==> src/rtl/fetch_pkg.sv <==
// Shared types and constants for the instruction fetch sequencer.
// Entries carry the byte PC together with the fetched word.
package fetch_pkg;

  localparam int unsigned FETCH_PC_W   = 32;
  localparam int unsigned FETCH_DATA_W = 32;

  localparam logic [FETCH_PC_W-1:0] PC_STEP          = 32'd4;
  localparam logic [FETCH_PC_W-1:0] RESET_PC_DEFAULT = 32'h0000_0000;
  localparam logic [FETCH_PC_W-1:0] PC_ALIGN_MASK    = 32'd3;

  typedef struct packed {
    logic [FETCH_PC_W-1:0]   pc;
    logic [FETCH_DATA_W-1:0] instr;
  } fetch_entry_t;

  function automatic logic [FETCH_PC_W-1:0] align_pc(
    input logic [FETCH_PC_W-1:0] pc
  );
    return pc & ~PC_ALIGN_MASK;
  endfunction

endpackage

==> src/rtl/fetch_skid_buf.sv <==
// Output register plus one-entry skid for ROM responses.
// Keeps program order and absorbs one cycle of decode back-pressure.
module fetch_skid_buf
  import fetch_pkg::*;
(
  input  logic         clk_i,
  input  logic         rst_i,
  input  logic         flush_i,
  input  logic         in_valid_i,
  input  fetch_entry_t in_entry_i,
  input  logic         out_ready_i,
  output logic         out_valid_o,
  output fetch_entry_t out_entry_o,
  output logic         can_accept_next_o
);

  fetch_entry_t r_out;
  fetch_entry_t r_skid;
  logic         r_out_valid;
  logic         r_skid_valid;
  logic         w_out_free;

  assign w_out_free = !r_out_valid || out_ready_i;

  // A read issued now lands next cycle; refuse it if nowhere to put it.
  assign can_accept_next_o = !r_skid_valid &&
                             !(in_valid_i && r_out_valid && !out_ready_i);

  always_ff @(posedge clk_i or posedge rst_i) begin
    if (rst_i) begin
      r_out        <= '0;
      r_skid       <= '0;
      r_out_valid  <= 1'b0;
      r_skid_valid <= 1'b0;
    end else if (flush_i) begin
      r_out_valid  <= 1'b0;
      r_skid_valid <= 1'b0;
    end else if (in_valid_i) begin
      if (w_out_free) begin
        r_out_valid <= 1'b1;
        if (r_skid_valid) begin
          r_out  <= r_skid;
          r_skid <= in_entry_i;
        end else begin
          r_out <= in_entry_i;
        end
      end else begin
        r_skid       <= in_entry_i;
        r_skid_valid <= 1'b1;
      end
    end else if (w_out_free) begin
      if (r_skid_valid) begin
        r_out        <= r_skid;
        r_out_valid  <= 1'b1;
        r_skid_valid <= 1'b0;
      end else begin
        r_out_valid <= 1'b0;
      end
    end
  end

  assign out_valid_o = r_out_valid;
  assign out_entry_o = r_out;

endmodule

==> src/rtl/instr_fetch_ctrl.sv <==
// Fetch sequencer: owns the fetch PC, issues one ROM read per cycle,
// and hands words to decode through the skid buffer.
module instr_fetch_ctrl
  import fetch_pkg::*;
#(
  parameter int unsigned         ADDR_WIDTH = 8,
  parameter int unsigned         DATA_WIDTH = FETCH_DATA_W,
  parameter int unsigned         PC_WIDTH   = FETCH_PC_W,
  parameter logic [PC_WIDTH-1:0] RESET_PC   = RESET_PC_DEFAULT
) (
  input  logic                  clk_i,
  input  logic                  rst_i,
  output logic [ADDR_WIDTH-1:0] rom_addr_o,
  input  logic [DATA_WIDTH-1:0] rom_data_i,
  input  logic                  fetch_en_i,
  input  logic                  redirect_i,
  input  logic [PC_WIDTH-1:0]   redirect_pc_i,
  output logic [DATA_WIDTH-1:0] instr_o,
  output logic [PC_WIDTH-1:0]   pc_o,
  output logic                  valid_o,
  input  logic                  ready_i
);

  logic [PC_WIDTH-1:0] r_fetch_pc;
  logic [PC_WIDTH-1:0] r_resp_pc;
  logic                r_inflight;

  logic [PC_WIDTH-1:0] w_redirect_pc;
  logic                w_can_accept;
  logic                w_issue;
  logic                w_out_valid;
  fetch_entry_t        w_resp;
  fetch_entry_t        w_out;

  assign w_redirect_pc = align_pc(redirect_pc_i);
  assign w_issue       = fetch_en_i && !redirect_i && w_can_accept;
  assign w_resp        = '{pc: r_resp_pc, instr: rom_data_i};

  always_ff @(posedge clk_i or posedge rst_i) begin
    if (rst_i) begin
      r_fetch_pc <= RESET_PC;
      r_resp_pc  <= '0;
      r_inflight <= 1'b0;
    end else if (redirect_i) begin
      r_fetch_pc <= w_redirect_pc;
      r_inflight <= 1'b0;
    end else if (w_issue) begin
      r_resp_pc  <= r_fetch_pc;
      r_fetch_pc <= r_fetch_pc + PC_STEP;
      r_inflight <= 1'b1;
    end else begin
      r_inflight <= 1'b0;
    end
  end

  // Truncation aliases PCs beyond ROM depth back onto the ROM.
  assign rom_addr_o = r_fetch_pc[ADDR_WIDTH+1:2];

  fetch_skid_buf u_skid (
    .clk_i             (clk_i),
    .rst_i             (rst_i),
    .flush_i           (redirect_i),
    .in_valid_i        (r_inflight),
    .in_entry_i        (w_resp),
    .out_ready_i       (ready_i),
    .out_valid_o       (w_out_valid),
    .out_entry_o       (w_out),
    .can_accept_next_o (w_can_accept)
  );

  assign valid_o = w_out_valid;
  assign instr_o = w_out.instr;
  assign pc_o    = w_out.pc;

endmodule

==> config.mk <==
export PLATFORM = sky130hd
export DESIGN_NAME = instr_fetch_ctrl
export DESIGN_NICKNAME = d
export VERILOG_FILES = /design/src/rtl/fetch_pkg.sv /design/src/rtl/fetch_skid_buf.sv /design/src/rtl/instr_fetch_ctrl.sv
export SDC_FILE = /design/constraint.sdc
export NUM_CORES = 1
export LEC_CHECK = 0
export CORE_UTILIZATION = 30
export DETAILED_ROUTE_END_ITERATION = 8
export SETUP_SLACK_MARGIN = 0.5
export SYNTH_ARGS = -nofsm -noshare
export SYNTH_HDL_FRONTEND = slang
export SYNTH_HIERARCHICAL = 1
export SYNTH_SLANG_ARGS = --single-unit
export TNS_END_PERCENT = 20
==> constraint.sdc <==
create_clock -name clk_i -period 4.4 [get_ports clk_i]
set_input_delay 0.66 -clock clk_i [delete_from_list [all_inputs] [get_ports clk_i]]
set_output_delay 0.66 -clock clk_i [all_outputs]
set_load 0.05 [all_outputs]
==> reports/metrics.csv, run 1 <==
metric,value,unit
cts_hold_buffers,0,
final_cell_mix,"mux2_2 (200), dfrtp_1 (191), clkdlybuf4s50_1 (139)",
power.density,536.4,nW/µm²
cts_tree,yes,
criticalPathCategory,primary input to flip-flop,
die_area,30110,µm²
synthesis.area,8827,µm²
fin_tns_setup,0,ps
final_util,0.3837,
die_w,173.5,µm
clkSlewWorstSetupHoldPaths,80,ps
synthDistinctLibCells,43,
crit_path_end_kind,flip-flop,
async_flop_share,1.000,
rsz0062_at_grt,no,
min_path_type,flip-flop to flip-flop,
synth_enable_flop_cells,0,
clock.fmax,345.0,MHz
clkSinkCount,191,
die_h,173.5,µm
antenna_found_initial,0,
h-tree-depth,4,
crit_end,r_fetch_pc[22],
ys.flop_type,dfrtp_1,
synthCells,644,
cp-start-kind,primary input,
grt_usage,0.1296,
antenna-diode-count,0,
cts_resized,0,
ant_nets,0,
status,"finished, final reports clean",
final_nets,837,
cp_max_fo,18,
cap_violations,0,
viasPerCell,4.644,
root_buffer,clkbuf_16,
grt_pass1_vias,5519,
overflow,0,
ys_seq_area_frac,0.5415,
port-buffer-count,139,
final_cell_area,11070,µm²
drive_gt1_frac,0.3449,
slew_violations,0,
clock_latency,440,ps
wire_per_inst,16.15,µm
first_pass_iters,4,
grt_max_degree,109,
r2r_cells,6,
start_util,0.3059,
holdWs,504.2,ps
numCtsBuffers,17,
clock_path_buffers,2,
period_minus_slack,2899,ps
cts_setup_buffers,0,
row_count,62,
vias,5406,
drt_iter0_drc,281,
syn_avg_cell_area,13.71,µm²
fin_crit_sh,0.6588,
rr_endpoint,r_fetch_pc[22],
ys_ff_latch,191,
startpoint,ready_i,
dp_hpwl,12380,µm
place.gp.congestion,0.7357,
io_pins,142,
postPlaceCellArea,10440,µm²
grt_pass1_wl,30630,µm
fin_skew,8.870,ps
fill_cells,2777,
r2r_start,u_skid/out_valid_o,
ir_drop,308.9,µV
worst_pin_slew,1069,ps
worstPathArrival,3260,ps
drc,0,
cp_data_required_time,4760,ps
wl,18800,µm
final_common_cell,mux2_2,
setup_violations,0,
slew-limit-headroom,0.2856,
finalHoldViolCount,0,
r2r_slack,1700,ps
yosys_warnings,6,
syn2layout_area_growth,25.43,%
p_leak,4.713,nW
core_area,28860,µm²
==> state kept, by name (all words and copies together), names as in the netlist <==
register	count
u_skid/r_skid	64
r_inflight	1
u_skid/out_valid_o	1
u_skid/out_entry_o	64
r_fetch_pc	30
u_skid/r_skid_valid	1
r_resp_pc	30
==> final cells by class <==
cell class | count | area [µm²] | area share
Timing Repair Buffer | 148 | 1496 | 0.1352
Clock inverter | 14 | 195.2 | 0.01763
Inverter | 6 | 26.28 | 0.002373
Multi-Input combinational cell | 403 | 3655 | 0.3301
Sequential cell | 191 | 4780 | 0.4317
Tap cell | 384 | 480.5 | 0.04339
Clock buffer | 18 | 439.2 | 0.03967
==> report_power, final <==
part           switching (mW)  internal (mW)  total [mW]
clock                   0.762          0.889        1.65
sequential              0.238           2.15        2.39
combinational            1.08          0.823        1.90
==> cell families after synthesis <==
family	synth area share
buffers and inverters	0.04748
AND/OR/NAND/NOR	0.06960
other	0.0004248
XOR/XNOR	0.01091
multiplexers	0.2903
AO/OA/AOI/OAI	0.03841
flip-flops	0.5415
adder cells (fa/ha/maj)	0.001417
==> worst min path at each step <==
stage,cells past startpoint,to,start,slack [ps]
global placement,1,u_skid/r_skid[47],u_skid/r_skid[47],480
floorplan,2,r_resp_pc[17],r_resp_pc[17],460
finish,1,u_skid/r_skid[0],u_skid/r_skid[0],500
global route,1,u_skid/r_skid[61],u_skid/r_skid[61],520
detailed placement,1,u_skid/r_skid[62],u_skid/r_skid[62],490
CTS,1,u_skid/r_skid[31],u_skid/r_skid[31],510
==> synth_stat cells, types with 3 or more instances <==
master / count / share of area
or4_1: 14 / 0.012
buf_6: 20 / 0.026
buf_2: 3 / 0.0017
xor2_1: 5 / 0.0050
nand3_1: 12 / 0.0068
and2_1: 3 / 0.0021
nor2_1: 20 / 0.0085
nand2_1: 26 / 0.011
inv_1: 5 / 0.0021
nand4_1: 9 / 0.0064
clkbuf_1: 10 / 0.0043
buf_4: 9 / 0.0077
dfrtp_1: 191 / 0.54
mux2_4: 20 / 0.034
or3_1: 3 / 0.0021
mux2_2: 200 / 0.26
nor3_1: 5 / 0.0028
o21ai_0: 17 / 0.0096
nor2b_1: 6 / 0.0043
and3_1: 4 / 0.0028
a31oi_1: 16 / 0.011
and4_1: 4 / 0.0040
a21oi_1: 3 / 0.0017
xnor2_1: 6 / 0.0060
o31ai_1: 15 / 0.013
==> critical path, stage by stage <==
cell and delay [ps]:
clkdlybuf4s50_1 460, nor2b_1 130, a21oi_1 490, and3_1 360, nand2_1 370, or4_1 620
a31oi_1 170
==> routing by layer <==
metal  wire, µm  global-route usage
met2       8512              0.1976
met1       9439              0.1825
met5          0                   0
met4        138             0.04609
met3        712             0.02522
==> through the flow <==
stage / setup WS (ps) / total power, mW / cells
2_1_floorplan: 1882 / 3.697 / 647
3_3_place_gp: 1065 / 4.311 / 1132
3_5_place_dp: 1045 / 4.343 / 1132
4_1_cts: 1499 / 6.018 / 1164
5_1_grt: 1256 / 6.212 / 1164
6_report: 1501 / 5.939 / 1164
No activity file was read; power rests on OpenSTA's default activity.
==> run 2: changes to the inputs <==
==> constraint.sdc (replaced) <==
create_clock -name clk_i -period 2.7 [get_ports clk_i]
set_input_delay 0.405 -clock clk_i [delete_from_list [all_inputs] [get_ports clk_i]]
set_output_delay 0.405 -clock clk_i [all_outputs]
set_load 0.05 [all_outputs]
==> run 2 against run 1 <==
Compared with the run above: combinational power increased by 64%; critical path depth decreased by 5; setup slack worse by 970 ps; core utilization increased by 0.52 points; total power rose by 60%; sequential power up 63%; via count grew 2.4%; clock power up 51%; routed wire length increased by 1.1%; highest routed layer unchanged.
==> reports/metrics.csv, run 2 (synthesis gave the netlist of run 1 again) <==
metric,value,unit,change
fin_crit_sh,0.8024,,
ant_nets,0,,unchanged
grt_max_degree,81,,-26%
vias,5535,,+2.4%
viasPerCell,4.675,,+0.66%
final_common_cell,mux2_2,,
crit_slowest_cell,clkdlybuf4s50_1,,
h-tree-depth,4,,unchanged
cap_violations,0,,unchanged
drive_gt1_frac,0.3675,,+0.02263
grt_pass1_wl,31610,µm,+3.2%
fin_cells,1184,,+1.7%
grt_usage,0.1329,,+0.003269
r2r_slack,610,ps,-1090 ps
rsz0062_at_grt,yes,,
power.total,9.500,mW,+60%
antenna-diode-count,0,,unchanged
drt_iter0_drc,387,,+38%
clock.fmax,461.6,MHz,
clkSinkCount,191,,unchanged
overflow,0,,unchanged
min_path_type,primary input to asynchronous set/reset pin,,
fin_skew,11.87,ps,+2.998 ps
finalHoldViolCount,0,,unchanged
cp.buffers_inverters,2,,+1
grtUsageMet2,0.1998,,+0.002175
use_met3,0.02719,,+0.001974
p_leak,4.802,nW,+1.9%
use_met1,0.1921,,+0.009672
status,"finished, final reports clean",,
row_count,62,,unchanged
cp-start-kind,flip-flop,,
numCtsBuffers,17,,unchanged
holdWs,467.1,ps,-37.11 ps
drc,0,,unchanged
setup_violations,0,,unchanged
syn2layout_area_growth,27.12,%,
antenna_found_initial,0,,unchanged
path_cells,"buf_4, clkdlybuf4s50_1",,
port-buffer-count,139,,unchanged
crit_path_end_kind,output pin,,
final_cell_mix,"mux2_2 (200), dfrtp_1 (191), clkdlybuf4s50_1 (137)",,
io_pins,142,,unchanged
setup_ws,533.5,ps,-967.6 ps
die_w,173.5,µm,unchanged
die_h,173.5,µm,unchanged
dp_hpwl,12670,µm,+2.3%
worstPathArrival,1760,ps,-1500 ps
period_minus_slack,2166,ps,
max_stage_delay,800,ps,+180 ps
criticalPathCategory,flip-flop to output pin,,
clock_path_buffers,2,,unchanged
pre_cts_ws,-43.04,ps,-1088 ps
grt_pass1_vias,5608,,+1.6%
slew_violations,0,,unchanged
core_area,28860,µm²,unchanged
worst_pin_slew,646.1,ps,-423.2 ps
place.gp.congestion,0.7585,,+3.1%
power.density,846.6,nW/µm²,+58%
crit_family,buffers and inverters,,
busiest_layer,met2,,
clock_latency,430,ps,about the same
die_area,30110,µm²,unchanged
place_inst,1150,,+1.6%
root_buffer,clkbuf_16,,
first_pass_iters,4,,unchanged
final_nets,857,,+2.4%
slew-limit-headroom,0.5693,,+0.2837
wire_per_inst,16.05,µm,-0.65%
fill_cells,2781,,+0.14%
start_util,0.3059,,unchanged
cp_data_required_time,2300,ps,-2460 ps
clkSlewWorstSetupHoldPaths,80,ps,about the same
cp_max_fo,6,,-12
cts_tree,yes,,
wl,19000,µm,+1.1%
ir_drop,457.3,µV,+48%
==> run 2: cell count changes in the layout (fill, tap and decap cells not counted), sizes merged <==
cell / previous run / this run
buf: 9 / 29
bufinv: 2 / 0
clkbuf: 18 / 17
clkdlybuf4s50: 139 / 137
clkinv: 6 / 4
clkinvlp: 1 / 4
dlygate4sd2: 0 / 1
dlymetal6s2s: 0 / 1
inv: 11 / 13
==> run 2: worst register-to-register path: cells and delay by family, from the launching register on <==
| kind | cells | cell delay, ps |
|---|---|---|
| AND/OR/NAND/NOR | 4 | 950 |
| AO/OA/AOI/OAI | 2 | 360 |
| flip-flops | 1 | 420 |
| buffers and inverters | 2 | 310 |
==> run 2: layout make-up <==
cell class                 count  area [µm²]  area share
sequential                   191        4780      0.4260
multi-input combinational    403        3689      0.3287
timing repair buffer         168        1660      0.1480
tap                          384       480.5     0.04282
clock buffer                  17       425.4     0.03791
clock inverter                15       160.2     0.01427
inverter                       6       26.28    0.002342
==> run 2: repair_timing <==
action / in CTS / in global routing
endpoints found under the setup margin: 18 / 21
buffers inserted: 1 / 1
hold buffers: 0 / 0
gates resized for setup: 7 / 4
pin swaps: 1 / 3
endpoints found under the hold margin: 0 / 0
==> run 2: path summary, 6_finish.rpt <==
path | startpoint | to | cells past startpoint
max in group asynchronous | rst_i | r_resp_pc[3] | 3
hold reg to reg | u_skid/r_skid[58] | u_skid/r_skid[58] | 1
setup reg to reg | u_skid/out_valid_o | r_fetch_pc[28] | 8
hold / removal | rst_i | r_resp_pc[25] | 2
min in group clk_i | u_skid/r_skid[58] | u_skid/r_skid[58] | 1
setup / recovery | r_fetch_pc[8] | rom_addr_o[6] | 2
==> run 2: where the power goes <==
group / switching, mW / total [mW] / internal [mW]
Combinational: 1.76 / 3.12 / 1.36
Clock: 1.24 / 2.49 / 1.25
Sequential: 0.385 / 3.89 / 3.50
Total: 3.39 / 9.50 / 6.11
==> run 2: routing by layer <==
metal  vias up  wire [µm]
met5         -          0
met4         0        176
met3        11        692
met2       107       8538
met1      2795       9594
li1       2622          -
==> run 2: per-stage QoR <==
stage | area, µm² | utilization | TNS, ps
3_5_place_dp | 10590 | 0.3668 | -94.26
5_1_grt | 11220 | 0.3888 | 0
3_3_place_gp | 10590 | 0.3668 | 0
2_1_floorplan | 8842 | - | 0
4_1_cts | 11190 | 0.3879 | 0
6_report | 11220 | 0.3888 | 0
